File: src/rtl/calc_pkg.sv
// rtl/calc_pkg.sv - shared types and constants for the calculator sequencer
package calc_pkg;

   localparam int unsigned CALC_IN_WIDTH  = 4;
   localparam int unsigned CALC_RES_WIDTH = 9;

   typedef enum logic [1:0] {
      OP_ADD = 2'd0,
      OP_SUB = 2'd1,
      OP_DIV = 2'd2,
      OP_MUL = 2'd3
   } op_t;

   typedef enum logic [1:0] {
      S_FIRST  = 2'd0,
      S_SECOND = 2'd1,
      S_OP     = 2'd2,
      S_BUSY   = 2'd3
   } state_t;

   localparam logic [2:0] LED_FIRST  = 3'b001;
   localparam logic [2:0] LED_SECOND = 3'b010;
   localparam logic [2:0] LED_OP     = 3'b100;

   // Operation keys ordered {mul, div, sub, plus}; plus wins when several fire together.
   function automatic op_t pick_op(input logic [3:0] op_acc);
      if (op_acc[0])      return OP_ADD;
      else if (op_acc[1]) return OP_SUB;
      else if (op_acc[2]) return OP_DIV;
      else                return OP_MUL;
   endfunction

endpackage

File: src/rtl/calc_sequencer_if.sv
// rtl/calc_sequencer_if.sv - operand/start/done handshake between sequencer and ALU
interface calc_sequencer_if #(
   parameter int unsigned IN_WIDTH  = calc_pkg::CALC_IN_WIDTH,
   parameter int unsigned RES_WIDTH = calc_pkg::CALC_RES_WIDTH
);
   import calc_pkg::*;

   logic [IN_WIDTH-1:0]  alu_a;
   logic [IN_WIDTH-1:0]  alu_b;
   op_t                  alu_op;
   logic                 alu_start;
   logic                 alu_done;
   logic [RES_WIDTH-1:0] alu_result;
   logic                 alu_div_zero;

   modport master (
      output alu_a, alu_b, alu_op, alu_start,
      input  alu_done, alu_result, alu_div_zero
   );

   modport slave (
      input  alu_a, alu_b, alu_op, alu_start,
      output alu_done, alu_result, alu_div_zero
   );

endinterface

File: src/rtl/key_conditioner.sv
// rtl/key_conditioner.sv - key sync, optional debounce (CALC_DEBOUNCE_EN) and rising-edge accept pulse
module key_conditioner #(
   parameter int unsigned DEBOUNCE_CYCLES = 10000
) (
   input  logic clk,
   input  logic rst,
   input  logic key_i,
   output logic accept_o
);

   logic sync1_q, sync2_q;
   logic stable;
   logic prev_q, accept_q;

   always_ff @(posedge clk) begin
      if (rst) begin
         sync1_q <= 1'b0;
         sync2_q <= 1'b0;
      end else begin
         sync1_q <= key_i;
         sync2_q <= sync1_q;
      end
   end

`ifdef CALC_DEBOUNCE_EN
   localparam int unsigned CNT_W = (DEBOUNCE_CYCLES > 1) ? $clog2(DEBOUNCE_CYCLES) : 1;
   localparam logic [CNT_W-1:0] CNT_LAST = CNT_W'(DEBOUNCE_CYCLES - 1);

   logic [CNT_W-1:0] cnt_q, cnt_d;
   logic             stable_q, stable_d;

   // Any sample matching the current stable level restarts the count, so short glitches die out.
   always_comb begin
      cnt_d    = '0;
      stable_d = stable_q;
      if (sync2_q != stable_q) begin
         if (cnt_q == CNT_LAST) stable_d = sync2_q;
         else                   cnt_d    = cnt_q + 1'b1;
      end
   end

   always_ff @(posedge clk) begin
      if (rst) begin
         cnt_q    <= '0;
         stable_q <= 1'b0;
      end else begin
         cnt_q    <= cnt_d;
         stable_q <= stable_d;
      end
   end

   assign stable = stable_q;
`else
   assign stable = sync2_q;
`endif

   always_ff @(posedge clk) begin
      if (rst) begin
         prev_q   <= 1'b0;
         accept_q <= 1'b0;
      end else begin
         prev_q   <= stable;
         accept_q <= stable & ~prev_q;
      end
   end

   assign accept_o = accept_q;

endmodule

File: src/rtl/calc_sequencer.sv
// rtl/calc_sequencer.sv - calculator key/operand/ALU sequencer; CALC_DEBOUNCE_EN enables key debounce
module calc_sequencer #(
   parameter int unsigned IN_WIDTH        = calc_pkg::CALC_IN_WIDTH,
   parameter int unsigned RES_WIDTH       = calc_pkg::CALC_RES_WIDTH,
   parameter int unsigned DEBOUNCE_CYCLES = 10000,
   parameter int unsigned ALU_TIMEOUT     = 64
) (
   input  logic                 clk,
   input  logic                 rst,
   input  logic [IN_WIDTH-1:0]  in_number,
   input  logic                 k_1,
   input  logic                 k_2,
   input  logic                 plus_key,
   input  logic                 substract_key,
   input  logic                 devide_key,
   input  logic                 multiply_key,
   calc_sequencer_if.master     alu,
   output logic [RES_WIDTH-1:0] result,
   output logic                 result_valid,
   output logic                 error,
   output logic [2:0]           led
);
   import calc_pkg::*;

   localparam int unsigned TMR_W = $clog2(ALU_TIMEOUT + 1);
   localparam logic [TMR_W-1:0] TMR_LAST = TMR_W'(ALU_TIMEOUT - 1);

   logic [5:0] key_raw, key_acc;

   assign key_raw = {multiply_key, devide_key, substract_key, plus_key, k_2, k_1};

   for (genvar i = 0; i < 6; i++) begin : g_key
`ifdef CALC_DEBOUNCE_EN
      key_conditioner #(.DEBOUNCE_CYCLES(DEBOUNCE_CYCLES)) u_cond (
`else
      key_conditioner u_cond (
`endif
         .clk      (clk),
         .rst      (rst),
         .key_i    (key_raw[i]),
         .accept_o (key_acc[i])
      );
   end

   state_t               state_q, state_d;
   logic [IN_WIDTH-1:0]  a_q, a_d, b_q, b_d;
   op_t                  op_q, op_d;
   logic                 start_q, start_d;
   logic [RES_WIDTH-1:0] result_q, result_d;
   logic                 valid_q, valid_d;
   logic                 error_q, error_d;
   logic [TMR_W-1:0]     tmr_q, tmr_d;

   always_ff @(posedge clk) begin
      if (rst) begin
         state_q  <= S_FIRST;
         a_q      <= '0;
         b_q      <= '0;
         op_q     <= OP_ADD;
         start_q  <= 1'b0;
         result_q <= '0;
         valid_q  <= 1'b0;
         error_q  <= 1'b0;
         tmr_q    <= '0;
      end else begin
         state_q  <= state_d;
         a_q      <= a_d;
         b_q      <= b_d;
         op_q     <= op_d;
         start_q  <= start_d;
         result_q <= result_d;
         valid_q  <= valid_d;
         error_q  <= error_d;
         tmr_q    <= tmr_d;
      end
   end

   // In BUSY every key accept is dropped; done is ignored in the start cycle itself.
   always_comb begin
      state_d  = state_q;
      a_d      = a_q;
      b_d      = b_q;
      op_d     = op_q;
      start_d  = 1'b0;
      result_d = result_q;
      valid_d  = 1'b0;
      error_d  = error_q;
      tmr_d    = tmr_q;
      case (state_q)
         S_BUSY: begin
            tmr_d = tmr_q + 1'b1;
            if (alu.alu_done && !start_q) begin
               result_d = alu.alu_result;
               error_d  = alu.alu_div_zero;
               valid_d  = 1'b1;
               state_d  = S_FIRST;
            end else if (tmr_q == TMR_LAST) begin
               result_d = '0;
               error_d  = 1'b1;
               valid_d  = 1'b1;
               state_d  = S_FIRST;
            end
         end
         default: begin
            if (key_acc[0]) begin
               a_d     = in_number;
               state_d = S_SECOND;
            end else if (key_acc[1]) begin
               b_d     = in_number;
               state_d = S_OP;
            end else if (state_q == S_OP && |key_acc[5:2]) begin
               op_d    = pick_op(key_acc[5:2]);
               start_d = 1'b1;
               tmr_d   = '0;
               state_d = S_BUSY;
            end
         end
      endcase
   end

   always_comb begin
      led = LED_FIRST;
      case (state_q)
         S_SECOND:     led = LED_SECOND;
         S_OP, S_BUSY: led = LED_OP;
         default:      led = LED_FIRST;
      endcase
   end

   assign alu.alu_a     = a_q;
   assign alu.alu_b     = b_q;
   assign alu.alu_op    = op_q;
   assign alu.alu_start = start_q;
   assign result        = result_q;
   assign result_valid  = valid_q;
   assign error         = error_q;

endmodule

File: src/flat_wrapper.sv
// flat-port wrapper written by rule: the top's interface ports become plain ports
module calc_sequencer_flat import calc_pkg::*;
#(
   parameter int unsigned IN_WIDTH        = calc_pkg::CALC_IN_WIDTH,
   parameter int unsigned RES_WIDTH       = calc_pkg::CALC_RES_WIDTH,
   parameter int unsigned DEBOUNCE_CYCLES = 10000,
   parameter int unsigned ALU_TIMEOUT     = 64
)
  (clk, rst, in_number, k_1, k_2, plus_key, substract_key, devide_key, multiply_key, result, result_valid, error, led, alu_alu_a, alu_alu_b, alu_alu_op, alu_alu_start, alu_alu_done, alu_alu_result, alu_alu_div_zero);
  calc_sequencer_if #(.IN_WIDTH(IN_WIDTH), .RES_WIDTH(RES_WIDTH)) alu_i ();
  input  logic clk;
  input  logic rst;
  input  logic [IN_WIDTH-1:0] in_number;
  input  logic k_1;
  input  logic k_2;
  input  logic plus_key;
  input  logic substract_key;
  input  logic devide_key;
  input  logic multiply_key;
  output logic [RES_WIDTH-1:0] result;
  output logic result_valid;
  output logic error;
  output logic [2:0] led;
  output wire logic [$bits(alu_i.alu_a)-1:0] alu_alu_a;
  output wire logic [$bits(alu_i.alu_b)-1:0] alu_alu_b;
  output wire logic [$bits(alu_i.alu_op)-1:0] alu_alu_op;
  output wire logic [$bits(alu_i.alu_start)-1:0] alu_alu_start;
  input wire logic [$bits(alu_i.alu_done)-1:0] alu_alu_done;
  input wire logic [$bits(alu_i.alu_result)-1:0] alu_alu_result;
  input wire logic [$bits(alu_i.alu_div_zero)-1:0] alu_alu_div_zero;
  assign alu_alu_a = alu_i.alu_a;
  assign alu_alu_b = alu_i.alu_b;
  assign alu_alu_op = alu_i.alu_op;
  assign alu_alu_start = alu_i.alu_start;
  assign alu_i.alu_done = alu_alu_done;
  assign alu_i.alu_result = alu_alu_result;
  assign alu_i.alu_div_zero = alu_alu_div_zero;
  calc_sequencer #(.IN_WIDTH(IN_WIDTH), .RES_WIDTH(RES_WIDTH), .DEBOUNCE_CYCLES(DEBOUNCE_CYCLES), .ALU_TIMEOUT(ALU_TIMEOUT)) u_core (.clk(clk), .rst(rst), .in_number(in_number), .k_1(k_1), .k_2(k_2), .plus_key(plus_key), .substract_key(substract_key), .devide_key(devide_key), .multiply_key(multiply_key), .alu(alu_i), .result(result), .result_valid(result_valid), .error(error), .led(led));
endmodule
File: config.mk
export PLATFORM = sky130hd
export DESIGN_NAME = calc_sequencer_flat
export DESIGN_NICKNAME = d
export VERILOG_FILES = /design/src/rtl/calc_pkg.sv /design/src/rtl/calc_sequencer_if.sv /design/src/rtl/key_conditioner.sv /design/src/rtl/calc_sequencer.sv /design/src/flat_wrapper.sv
export SDC_FILE = /design/constraint.sdc
export NUM_CORES = 1
export LEC_CHECK = 0
export CORE_ASPECT_RATIO = 1.1
export CORE_MARGIN = 2
export CORE_UTILIZATION = 54
export CTS_BUF_LIST = sky130_fd_sc_hd__clkbuf_4 sky130_fd_sc_hd__clkbuf_8
export CTS_CLUSTER_SIZE = 30
export DETAILED_ROUTE_END_ITERATION = 10
export PLACE_DENSITY = 0.91
export SKIP_LAST_GASP = 1
export SLEW_MARGIN = 20
export SYNTH_ARGS = -nofsm -noshare
export SYNTH_HDL_FRONTEND = slang
export SYNTH_HIERARCHICAL = 1
export SYNTH_SLANG_ARGS = --single-unit
File: constraint.sdc
create_clock -name clk -period 3.75 [get_ports clk]
set_input_delay 0.75 -clock clk [delete_from_list [all_inputs] [get_ports clk]]
set_output_delay 0.75 -clock clk [all_outputs]
set_load 0.02 [all_outputs]
==> Implementation_results.wiki, run 1 <==
{| class="wikitable"
! Metric !! Value
|-
| Result of the run || completed
|-
| Final worst path period need || 2.47 ns
|-
| Detailed Route Iter0 Violations || 50
|-
| Cell with the most instances after synthesis || dfxtp_1
|-
| Crit path largest cell delay || 0.61 ns
|-
| Number of cells in the design after placement || 268
|-
| Crit-path slowest cell || clkdlybuf4s50_1
|-
| Top post-synthesis cells by count || dfxtp_1 (55), nor2b_1 (20), a21oi_1 (11), nor2_1 (11), a22o_1 (9)
|-
| Crit path capture type || output pin
|-
| Floorplan die area || 4010 sq um
|-
| Count of placed standard cells in the final layout, fillers left out || 275
|-
| Post-CTS Setup Inserts || 0
|-
| DP HPWL || 2550 microns
|-
| Num ports || 48
|-
| Cell type with the largest total area after synthesis || dfxtp_1
|-
| Largest net degree at the start of global routing || 43
|-
| CTS tree || built
|-
| Most common flop cell mapped by yosys || dfxtp_1
|-
| Chain of cells forming the critical path || nor2b_1 -> clkdlybuf4s50_1
|-
| Setup TNS after final layout || 0 ns
|-
| Fraction of final layout cells with drive strength greater than 1 || 6.61%
|-
| Insertion delay to the later sink of the worst-skew pair || 0.37 ns
|-
| First-pass GRT wire length || 5680 microns
|-
| IO Port Bufs || 47
|-
| Fillers || 274
|-
| Number of clock sinks || 55
|-
| Synth Net Count || 203
|-
| Number of nets in the layout || 251
|-
| Final routed wirelength across all metal layers || 3490 microns
|-
| Final core utilization || 73.6%
|-
| Worst voltage drop across the vdd grid || 306 uV
|-
| Post-route clock period utilization || 65.9%
|-
| CTS Hold Bufs || 0
|-
| DRC Markers || 0
|-
| Total routing resource utilization after global routing || 19.0%
|-
| Effective utilization at floorplan || 56.6%
|-
| Largest cells by area after synthesis || dfxtp_1 (58%), nor2b_1 (6.6%), a22o_1 (4.1%)
|-
| Multi-input logic area || 757 sq um
|-
| DR pass1 iterations || 4
|-
| Highest clock frequency the design can meet || 0.405 GHz
|-
| Number of antenna violations at the first check in global routing || 0
|-
| Number of cell rows || 22
|-
| Number of pins with negative max-slew slack in the final report || 0
|-
| Worst slack on hold paths || 0.415 ns
|-
| Netlist cell types || 38
|-
| Max Buffers Root-to-Sink || 2
|-
| Maximum level of the CTS H-tree || 2
|-
| Measured slew at the worst slew-check pin || 0.583 ns
|-
| Setup violators final || 0
|-
| Setup repair after global routing missed its margin || false
|-
| Vias in the first global route || 1260
|-
| Number of instances in the synthesized netlist || 179
|-
| Routed via count divided by cell count || 5.31
|-
| Area Overhead vs Synth || 30.0%
|-
| Max cap viols || 0
|-
| Worst setup SP type || flip-flop
|-
| Sequential area share after synthesis || 57.9%
|-
| Gp weighted congestion || 0.793
|-
| Remaining max-slew budget at the tightest pin || 61.0%
|-
| Area share of the largest cell type after synthesis || 57.9%
|-
| Flop-to-flop setup slack || 1.79 ns
|-
| Die X || 60.6 microns
|-
| Global-route congestion overflow total || 0
|-
| Number of synthesized flops with an enable pin || 0
|-
| YS warnings || 6
|-
| WL/cell || 12.7 microns
|-
| Total of flip-flops plus latches after synthesis || 55
|-
| Mean instance size in the synthesized netlist || 10.6 sq um
|-
| Vias post-DR || 1459
|-
| Power density cells || 374 nW/um^2
|-
| Count of antenna-violating nets left after detailed routing || 0
|-
| Cell Area, Synth || 1900 sq um
|-
| Number of diodes || 0
|-
| Data arrival time of the worst path || 1.72 ns
|-
| Post-route clock skew || 0.00780 ns
|-
| Synth async-reset ratio || 0%
|-
| Clock root buffer master || clkbuf_4
|-
| Static power due to leakage || 0.873 nW
|-
| Clock transition at the registers of the reported paths || 0.13 ns
|-
| Top fanout value on the critical path || 12
|-
| Quantity of gates resized following cts || 0
|-
| Floorplan Core Area || 3360 sq um
|-
| Hold violation total from the final report || 0
|-
| Die Ht || 66.2 microns
|-
| Crit path required time || 3.00 ns
|-
| Combined flip-flop and latch cell area || 1100 sq um
|-
| Tightest Hold Check Type || reg2reg
|-
| CP Class || reg2out
|-
| Cts bufs inserted || 5
|}
==> cell families after synthesis <==
| family | share of synthesized area (%) |
|---|---|
| AND/OR/NAND/NOR | 21.1 |
| flip-flops | 57.9 |
| AO/OA/AOI/OAI | 16.0 |
| buffers and inverters | 2.24 |
| multiplexers | 2.11 |
| adder cells (fa/ha/maj) | 0.658 |
==> through the flow <==
step	setup WS, ns	cell area [sq um]	power (W)
6_report	1.28	2470	0.000924
5_1_grt	1.18	2470	0.000959
4_1_cts	1.27	2470	0.000931
3_5_place_dp	1.52	2410	0.000686
3_3_place_gp	1.62	2410	0.000685
2_1_floorplan	2.07	1900	0.000644
==> report_power, final <==
group          switching [W]  leakage [nW]   total, W  internal, W
combinational      0.0000297         0.392  0.0000690    0.0000393
clock               0.000163        0.0341   0.000250    0.0000872
sequential        0.00000728         0.447   0.000604     0.000597
total               0.000200         0.873   0.000924     0.000723
==> area by class of cell <==
type	instances	share of cell area (%)
well taps	48	2.43
flip-flops and latches	55	44.6
clock inverters	1	0.203
clock buffers	6	2.08
repair buffers	49	19.6
multi-input cells	113	30.6
inverters	3	0.456
==> worst paths after layout <==
check / endpoint / startpoint / depth (start not counted)
setup / recovery: led[1] / u_core/state_q[0] / 2
hold / removal: u_core/g_key[1].u_cond/accept_o / u_core/g_key[1].u_cond/prev_q / 1
setup reg to reg: u_core/alu.alu_op[0] / u_core/state_q[1] / 3
hold reg to reg: u_core/g_key[1].u_cond/accept_o / u_core/g_key[1].u_cond/prev_q / 1
==> flip-flops by register name, indices dropped and copies added (netlist names) <==
signal / flops
u_core/error: 1
u_core/g_key.u_cond/accept_o: 6
u_core/g_key.u_cond/sync1_q: 6
u_core/result_valid: 1
u_core/g_key.u_cond/stable: 6
u_core/result: 9
u_core/alu.alu_op: 2
u_core/state_q: 2
u_core/g_key.u_cond/prev_q: 6
u_core/alu.alu_start: 1
u_core/alu.alu_b: 4
u_core/alu.alu_a: 4
u_core/tmr_q: 7
==> cell usage in the layout (no fill, tap or decap), drive strengths merged, types with 2 or more instances in the layout <==
cell and count:
nand2 6, and2 2, mux2i 4, nand3 7, o31ai 2, a311oi 2, buf 2, nor3b 7
clkdlybuf4s50 47, inv 3, clkbuf 6, nor2 11, a22o 9, or4 3, dfxtp 55, nor2b 20
a21oi 11, o21ai 7, o211ai 3, a21boi 2
==> per-layer routing <==
metal  vias to the layer above  global-route usage [%]  routed length [microns]
met5                         -                       0                        0
met4                         0                    9.51                       67
met3                         9                    4.50                      219
met2                        54                    30.1                     1630
met1                       656                    23.7                     1570
li1                        740                       -                        -
==> worst max-delay path, delay by kind of cell (launching register included) <==
family,cells,cell delay (ns)
buffers and inverters,1,0.61
flip-flops,1,0.57
AND/OR/NAND/NOR,1,0.17
No activity file was read; power rests on OpenSTA's default activity.
==> run 2: changes to the inputs <==
CORE_UTILIZATION = 50   (was 54)
PLACE_DENSITY = 0.85   (was 0.91)
clock period = 2.4 ns   (was 3.75 ns; I/O delays follow)
==> Implementation_results.wiki, run 2 (synthesis gave the netlist of run 1 again) <==
{| class="wikitable"
! Metric !! Value
|-
| Number of clock sinks || 55 (unchanged)
|-
| Area Overhead vs Synth || 31.8% (was 30.0%)
|-
| Buf/Inv on CP || 1 (unchanged)
|-
| Max cap viols || 0 (unchanged)
|-
| Data arrival time of the worst path || 1.66 ns (was 1.72 ns)
|-
| Count of antenna-violating nets left after detailed routing || 0 (unchanged)
|-
| Routed via count divided by cell count || 5.33 (was 5.31)
|-
| Crit path required time || 1.92 ns (was 3.00 ns)
|-
| Post-route clock skew || 0.00491 ns (was 0.00780 ns)
|-
| Final worst path period need || 2.14 ns
|-
| Num ports || 48 (unchanged)
|-
| Vias in the first global route || 1332 (was 1260)
|-
| Number of diodes || 0 (unchanged)
|-
| Static power due to leakage || 0.887 nW (was 0.873 nW)
|-
| Largest net degree at the start of global routing || 40 (was 43)
|-
| CP Class || reg2out (unchanged)
|-
| Cts bufs inserted || 5 (unchanged)
|-
| Worst setup slack after layout || 0.263 ns (was 1.28 ns)
|-
| CTS tree || built (unchanged)
|-
| Clock transition at the registers of the reported paths || 0.09 ns (was 0.13 ns)
|-
| Crit path largest cell delay || 0.61 ns (about the same)
|-
| Power density cells || 618 nW/um^2 (was 374 nW/um^2)
|-
| First-pass GRT wire length || 5930 microns (was 5680 microns)
|-
| Number of antenna violations at the first check in global routing || 0 (unchanged)
|-
| Setup violators final || 0 (unchanged)
|-
| Vias post-DR || 1481 (was 1459)
|-
| IO Port Bufs || 47 (unchanged)
|-
| Setup repair after global routing missed its margin || false (unchanged)
|-
| Floorplan Core Area || 3650 sq um (was 3360 sq um)
|-
| Clock root buffer master || clkbuf_8 (was clkbuf_4)
|-
| Result of the run || completed (unchanged)
|-
| Max Buffers Root-to-Sink || 2 (unchanged)
|-
| Final routed wirelength across all metal layers || 3760 microns (was 3490 microns)
|-
| Insertion delay to the later sink of the worst-skew pair || 0.30 ns (was 0.37 ns)
|-
| Highest clock frequency the design can meet || 0.468 GHz
|-
| Number of pins with negative max-slew slack in the final report || 0 (unchanged)
|-
| Commonest cells after routing, fill and taps aside || dfxtp_1 (55), clkdlybuf4s50_1 (47), nor2b_1 (20) (unchanged)
|-
| Floorplan die area || 4310 sq um (was 4010 sq um)
|-
| Number of nets in the layout || 251 (unchanged)
|-
| Remaining max-slew budget at the tightest pin || 61.0% (about the same)
|-
| Post-route clock period utilization || 89.0%
|-
| Detailed Route Iter0 Violations || 85 (was 50)
|-
| Dominant delay contributor by cell family on the critical path || buffers and inverters (unchanged)
|-
| DP HPWL || 2550 microns (about the same)
|-
| Chain of cells forming the critical path || nor2b_1 -> clkdlybuf4s50_1 (unchanged)
|-
| WL/cell || 13.5 microns (was 12.7 microns)
|-
| Global-route congestion overflow total || 0 (unchanged)
|-
| Quantity of gates resized following cts || 0 (unchanged)
|-
| Tightest Hold Check Type || reg2reg (unchanged)
|-
| DRC Markers || 0 (unchanged)
|-
| Top fanout value on the critical path || 12 (unchanged)
|-
| Effective utilization at floorplan || 52.0% (was 56.6%)
|-
| Die Ht || 68.7 microns (was 66.2 microns)
|-
| Gp weighted congestion || 0.815 (was 0.793)
|-
| Most common cell after layout, fill and taps aside || dfxtp_1 (unchanged)
|-
| Maximum level of the CTS H-tree || 2 (unchanged)
|-
| Max FFs per register || 9 (unchanged)
|-
| Fillers || 283 (was 274)
|-
| Measured slew at the worst slew-check pin || 0.584 ns (was 0.583 ns)
|-
| Number of cell rows || 23 (was 22)
|-
| Fraction of final layout cells with drive strength greater than 1 || 7.02% (was 6.61%)
|-
| Total routing resource utilization after global routing || 17.6% (was 19.0%)
|-
| Post-CTS Setup Inserts || 0 (unchanged)
|-
| Worst voltage drop across the vdd grid || 477 uV (was 306 uV)
|-
| Pre-CTS WS || 0.436 ns (was 1.52 ns)
|-
| DR pass1 iterations || 4 (unchanged)
|-
| Hold violation total from the final report || 0 (unchanged)
|-
| Crit path capture type || output pin (unchanged)
|-
| Worst setup SP type || flip-flop (unchanged)
|-
| CTS Hold Bufs || 0 (unchanged)
|-
| Die X || 62.8 microns (was 60.6 microns)
|-
| Setup TNS after final layout || 0 ns (unchanged)
|-
| Crit-path slowest cell || clkdlybuf4s50_1 (unchanged)
|}
[run 2: changes by cell type in the layout (fill, tap and decap cells not counted), sizes merged]
cell,delta
clkinv,+1
inv,+1
clkbuf,-1
[run 2: power by group]
part / total (W) / switching [W] / internal (W) / leakage (nW)
registers: 0.000943 / 0.0000117 / 0.000932 / 0.447
logic: 0.000108 / 0.0000468 / 0.0000614 / 0.392
clock network: 0.000496 / 0.000291 / 0.000206 / 0.0483
[run 2: per-stage QoR]
stage          area [sq um]  cells  power, W  hold WS [ns]  utilization [%]
6_report               2500    278   0.00155         0.407             68.5
3_3_place_gp           2420    270   0.00107         0.392             66.1
2_1_floorplan          1900    179   0.00101         0.387                -
5_1_grt                2500    278   0.00161         0.422             68.5
4_1_cts                2500    278   0.00156         0.408             68.5
3_5_place_dp           2420    270   0.00107         0.394             66.1
[run 2: path summary, 6_finish.rpt]
| path | from | to | slack (ns) | cells after the start |
|---|---|---|---|---|
| hold / removal | u_core/g_key[5].u_cond/prev_q | u_core/g_key[5].u_cond/accept_o | 0.41 | 1 |
| setup reg to reg | u_core/state_q[1] | u_core/alu.alu_op[0] | 0.39 | 3 |
| setup / recovery | u_core/state_q[0] | led[1] | 0.26 | 2 |
| hold reg to reg | u_core/g_key[5].u_cond/prev_q | u_core/g_key[5].u_cond/accept_o | 0.41 | 1 |
[run 2: final cells by class]
type | instances | area (sq um) | area share (%)
clock buffers | 5 | 68.8 | 2.75
clock inverters | 3 | 18.8 | 0.749
inverters | 3 | 11.3 | 0.450
multi-input cells | 113 | 757 | 30.2
flip-flops and latches | 55 | 1100 | 44.0
well taps | 50 | 62.6 | 2.50
repair buffers | 49 | 485 | 19.4
[run 2: metal layers]
metal / global-route usage (%) / part of all wire (%) / vias to the layer above
met5: 0 / 0 / -
met4: 7.50 / 1.6 / 0
met3: 6.01 / 5.2 / 6
met2: 30.1 / 51 / 50
met1: 20.7 / 42 / 688
li1: - / - / 737
[run 2: worst register-to-register path: stages (launching register included)]
cell and delay (ns):
dfxtp_1 0.61, or4b_1 0.66, or4_1 0.52, a21oi_1 0.16
==> run 3: changes to the inputs <==
RECOVER_POWER = 50   (was not set)
==> Implementation_results.wiki, run 3 (synthesis gave the netlist of run 1 again) <==
{| class="wikitable"
! Metric !! Value
|-
| Worst slack on hold paths || 0.395 ns (was 0.407 ns)
|-
| Worst voltage drop across the vdd grid || 477 uV (about the same)
|-
| Detailed Route Iter0 Violations || 71 (was 85)
|-
| Gp weighted congestion || 0.815 (unchanged)
|-
| Setup repair after global routing missed its margin || false (unchanged)
|-
| Final worst path period need || 2.14 ns (about the same)
|-
| Cts bufs inserted || 5 (unchanged)
|-
| Crit path required time || 1.92 ns (about the same)
|-
| Count of antenna-violating nets left after detailed routing || 0 (unchanged)
|-
| Vias post-DR || 1473 (was 1481)
|-
| CTS Hold Bufs || 0 (unchanged)
|-
| Post-route clock skew || 0.00472 ns (was 0.00491 ns)
|-
| Buf/Inv on CP || 1 (unchanged)
|-
| Commonest cells after routing, fill and taps aside || dfxtp_1 (55), clkdlybuf4s50_1 (44), nor2b_1 (20) (was dfxtp_1 (55), clkdlybuf4s50_1 (47), nor2b_1 (20))
|-
| Chain of cells forming the critical path || nor2b_1 -> clkdlybuf4s50_1 (unchanged)
|-
| DR pass1 iterations || 4 (unchanged)
|-
| Floorplan Core Area || 3650 sq um (unchanged)
|-
| DP HPWL || 2550 microns (unchanged)
|-
| First-pass GRT wire length || 5930 microns (unchanged)
|-
| WL/cell || 13.5 microns (about the same)
|-
| Crit path largest cell delay || 0.61 ns (about the same)
|-
| Highest clock frequency the design can meet || 0.468 GHz (about the same)
|-
| Setup violators final || 0 (unchanged)
|-
| Max FFs per register || 9 (unchanged)
|-
| Die Ht || 68.7 microns (unchanged)
|-
| Maximum level of the CTS H-tree || 2 (unchanged)
|-
| Result of the run || completed (unchanged)
|-
| Setup TNS after final layout || 0 ns (unchanged)
|-
| Fraction of final layout cells with drive strength greater than 1 || 4.82% (was 7.02%)
|-
| Worst setup SP type || flip-flop (unchanged)
|-
| CTS tree || built (unchanged)
|-
| Static power due to leakage || 0.883 nW (was 0.887 nW)
|-
| Post-CTS Setup Inserts || 0 (unchanged)
|-
| Most common cell after layout, fill and taps aside || dfxtp_1 (unchanged)
|-
| Num ports || 48 (unchanged)
|-
| Number of diodes || 0 (unchanged)
|-
| Number of antenna violations at the first check in global routing || 0 (unchanged)
|-
| Largest net degree at the start of global routing || 40 (unchanged)
|-
| Number of cell rows || 23 (unchanged)
|-
| Insertion delay to the later sink of the worst-skew pair || 0.30 ns (about the same)
|-
| Dominant delay contributor by cell family on the critical path || buffers and inverters (unchanged)
|-
| Fillers || 286 (was 283)
|-
| Global-route congestion overflow total || 0 (unchanged)
|-
| Quantity of gates resized following cts || 0 (unchanged)
|-
| DRC Markers || 0 (unchanged)
|-
| Power density cells || 624 nW/um^2 (was 618 nW/um^2)
|-
| Area Overhead vs Synth || 30.3% (was 31.8%)
|-
| Final routed wirelength across all metal layers || 3750 microns (was 3760 microns)
|-
| Number of cells in the design after placement || 270 (unchanged)
|-
| Measured slew at the worst slew-check pin || 0.702 ns (was 0.584 ns)
|-
| Tightest Hold Check Type || reg2reg (unchanged)
|-
| Post-route clock period utilization || 89.0% (about the same)
|-
| Data arrival time of the worst path || 1.66 ns (about the same)
|-
| Number of nets in the layout || 251 (unchanged)
|-
| Count of placed standard cells in the final layout, fillers left out || 278 (unchanged)
|-
| CP Class || reg2out (unchanged)
|-
| Remaining max-slew budget at the tightest pin || 53.2% (was 61.0%)
|-
| Crit-path slowest cell || clkdlybuf4s50_1 (unchanged)
|-
| Clock root buffer master || clkbuf_8 (unchanged)
|-
| Effective utilization at floorplan || 52.0% (unchanged)
|-
| Vias in the first global route || 1332 (unchanged)
|-
| Floorplan die area || 4310 sq um (unchanged)
|-
| Number of clock sinks || 55 (unchanged)
|-
| Clock transition at the registers of the reported paths || 0.09 ns (about the same)
|-
| Number of pins with negative max-slew slack in the final report || 0 (unchanged)
|-
| Max Buffers Root-to-Sink || 2 (unchanged)
|-
| Max cap viols || 0 (unchanged)
|-
| Top fanout value on the critical path || 12 (unchanged)
|-
| IO Port Bufs || 47 (unchanged)
|-
| Die X || 62.8 microns (unchanged)
|-
| Routed via count divided by cell count || 5.30 (was 5.33)
|-
| Crit path capture type || output pin (unchanged)
|-
| Hold violation total from the final report || 0 (unchanged)
|-
| Total routing resource utilization after global routing || 17.6% (unchanged)
|}
run 3: changes by cell type in the layout (fill, tap and decap cells not counted):
cell | before | now
buf_4 | 2 | 1
clkbuf_2 | 0 | 1
clkdlybuf4s50_1 | 47 | 44
dlygate4sd3_1 | 0 | 3
nor3b_1 | 1 | 6
nor3b_2 | 6 | 1
run 3: layout make-up:
| class | count | area [sq um] | share of cell area (%) |
|---|---|---|---|
| clock buffers | 5 | 68.8 | 2.78 |
| clock inverters | 3 | 18.8 | 0.758 |
| inverters | 3 | 11.3 | 0.455 |
| multi-input cells | 113 | 732 | 29.5 |
| flip-flops and latches | 55 | 1100 | 44.4 |
| well taps | 50 | 62.6 | 2.53 |
| repair buffers | 49 | 483 | 19.5 |
run 3: stage by stage:
step / util (%) / total power, W / cell area, sq um / setup WS [ns]
floorplan: - / 0.00101 / 1900 / 0.796
global placement: 66.1 / 0.00107 / 2420 / 0.450
detailed placement: 66.1 / 0.00107 / 2420 / 0.436
CTS: 68.5 / 0.00156 / 2500 / 0.258
global route: 67.8 / 0.00161 / 2480 / 0.195
finish: 67.8 / 0.00155 / 2480 / 0.264
run 3: routing by layer:
metal  global-route usage, %  vias up  part of all wire (%)
met5                       0        -                     0
met4                    7.50        0                   1.6
met3                    6.01        6                   5.5
met2                    30.1       50                    51
met1                    20.7      676                    41
li1                        -      741                     -
run 3: where the power goes:
part	internal [W]	switching [W]	total, W
combinational	0.0000598	0.0000460	0.000106
clock	0.000206	0.000291	0.000497
sequential	0.000932	0.0000113	0.000943
total	0.00120	0.000348	0.00155
run 3: final timing paths:
kind	from	to	slack, ns	cells past startpoint
max	u_core/state_q[0]	led[1]	0.26	2
min	u_core/g_key[5].u_cond/prev_q	u_core/g_key[5].u_cond/accept_o	0.39	1
max reg2reg	u_core/state_q[1]	u_core/alu.alu_op[0]	0.38	3
min reg2reg	u_core/g_key[5].u_cond/prev_q	u_core/g_key[5].u_cond/accept_o	0.39	1
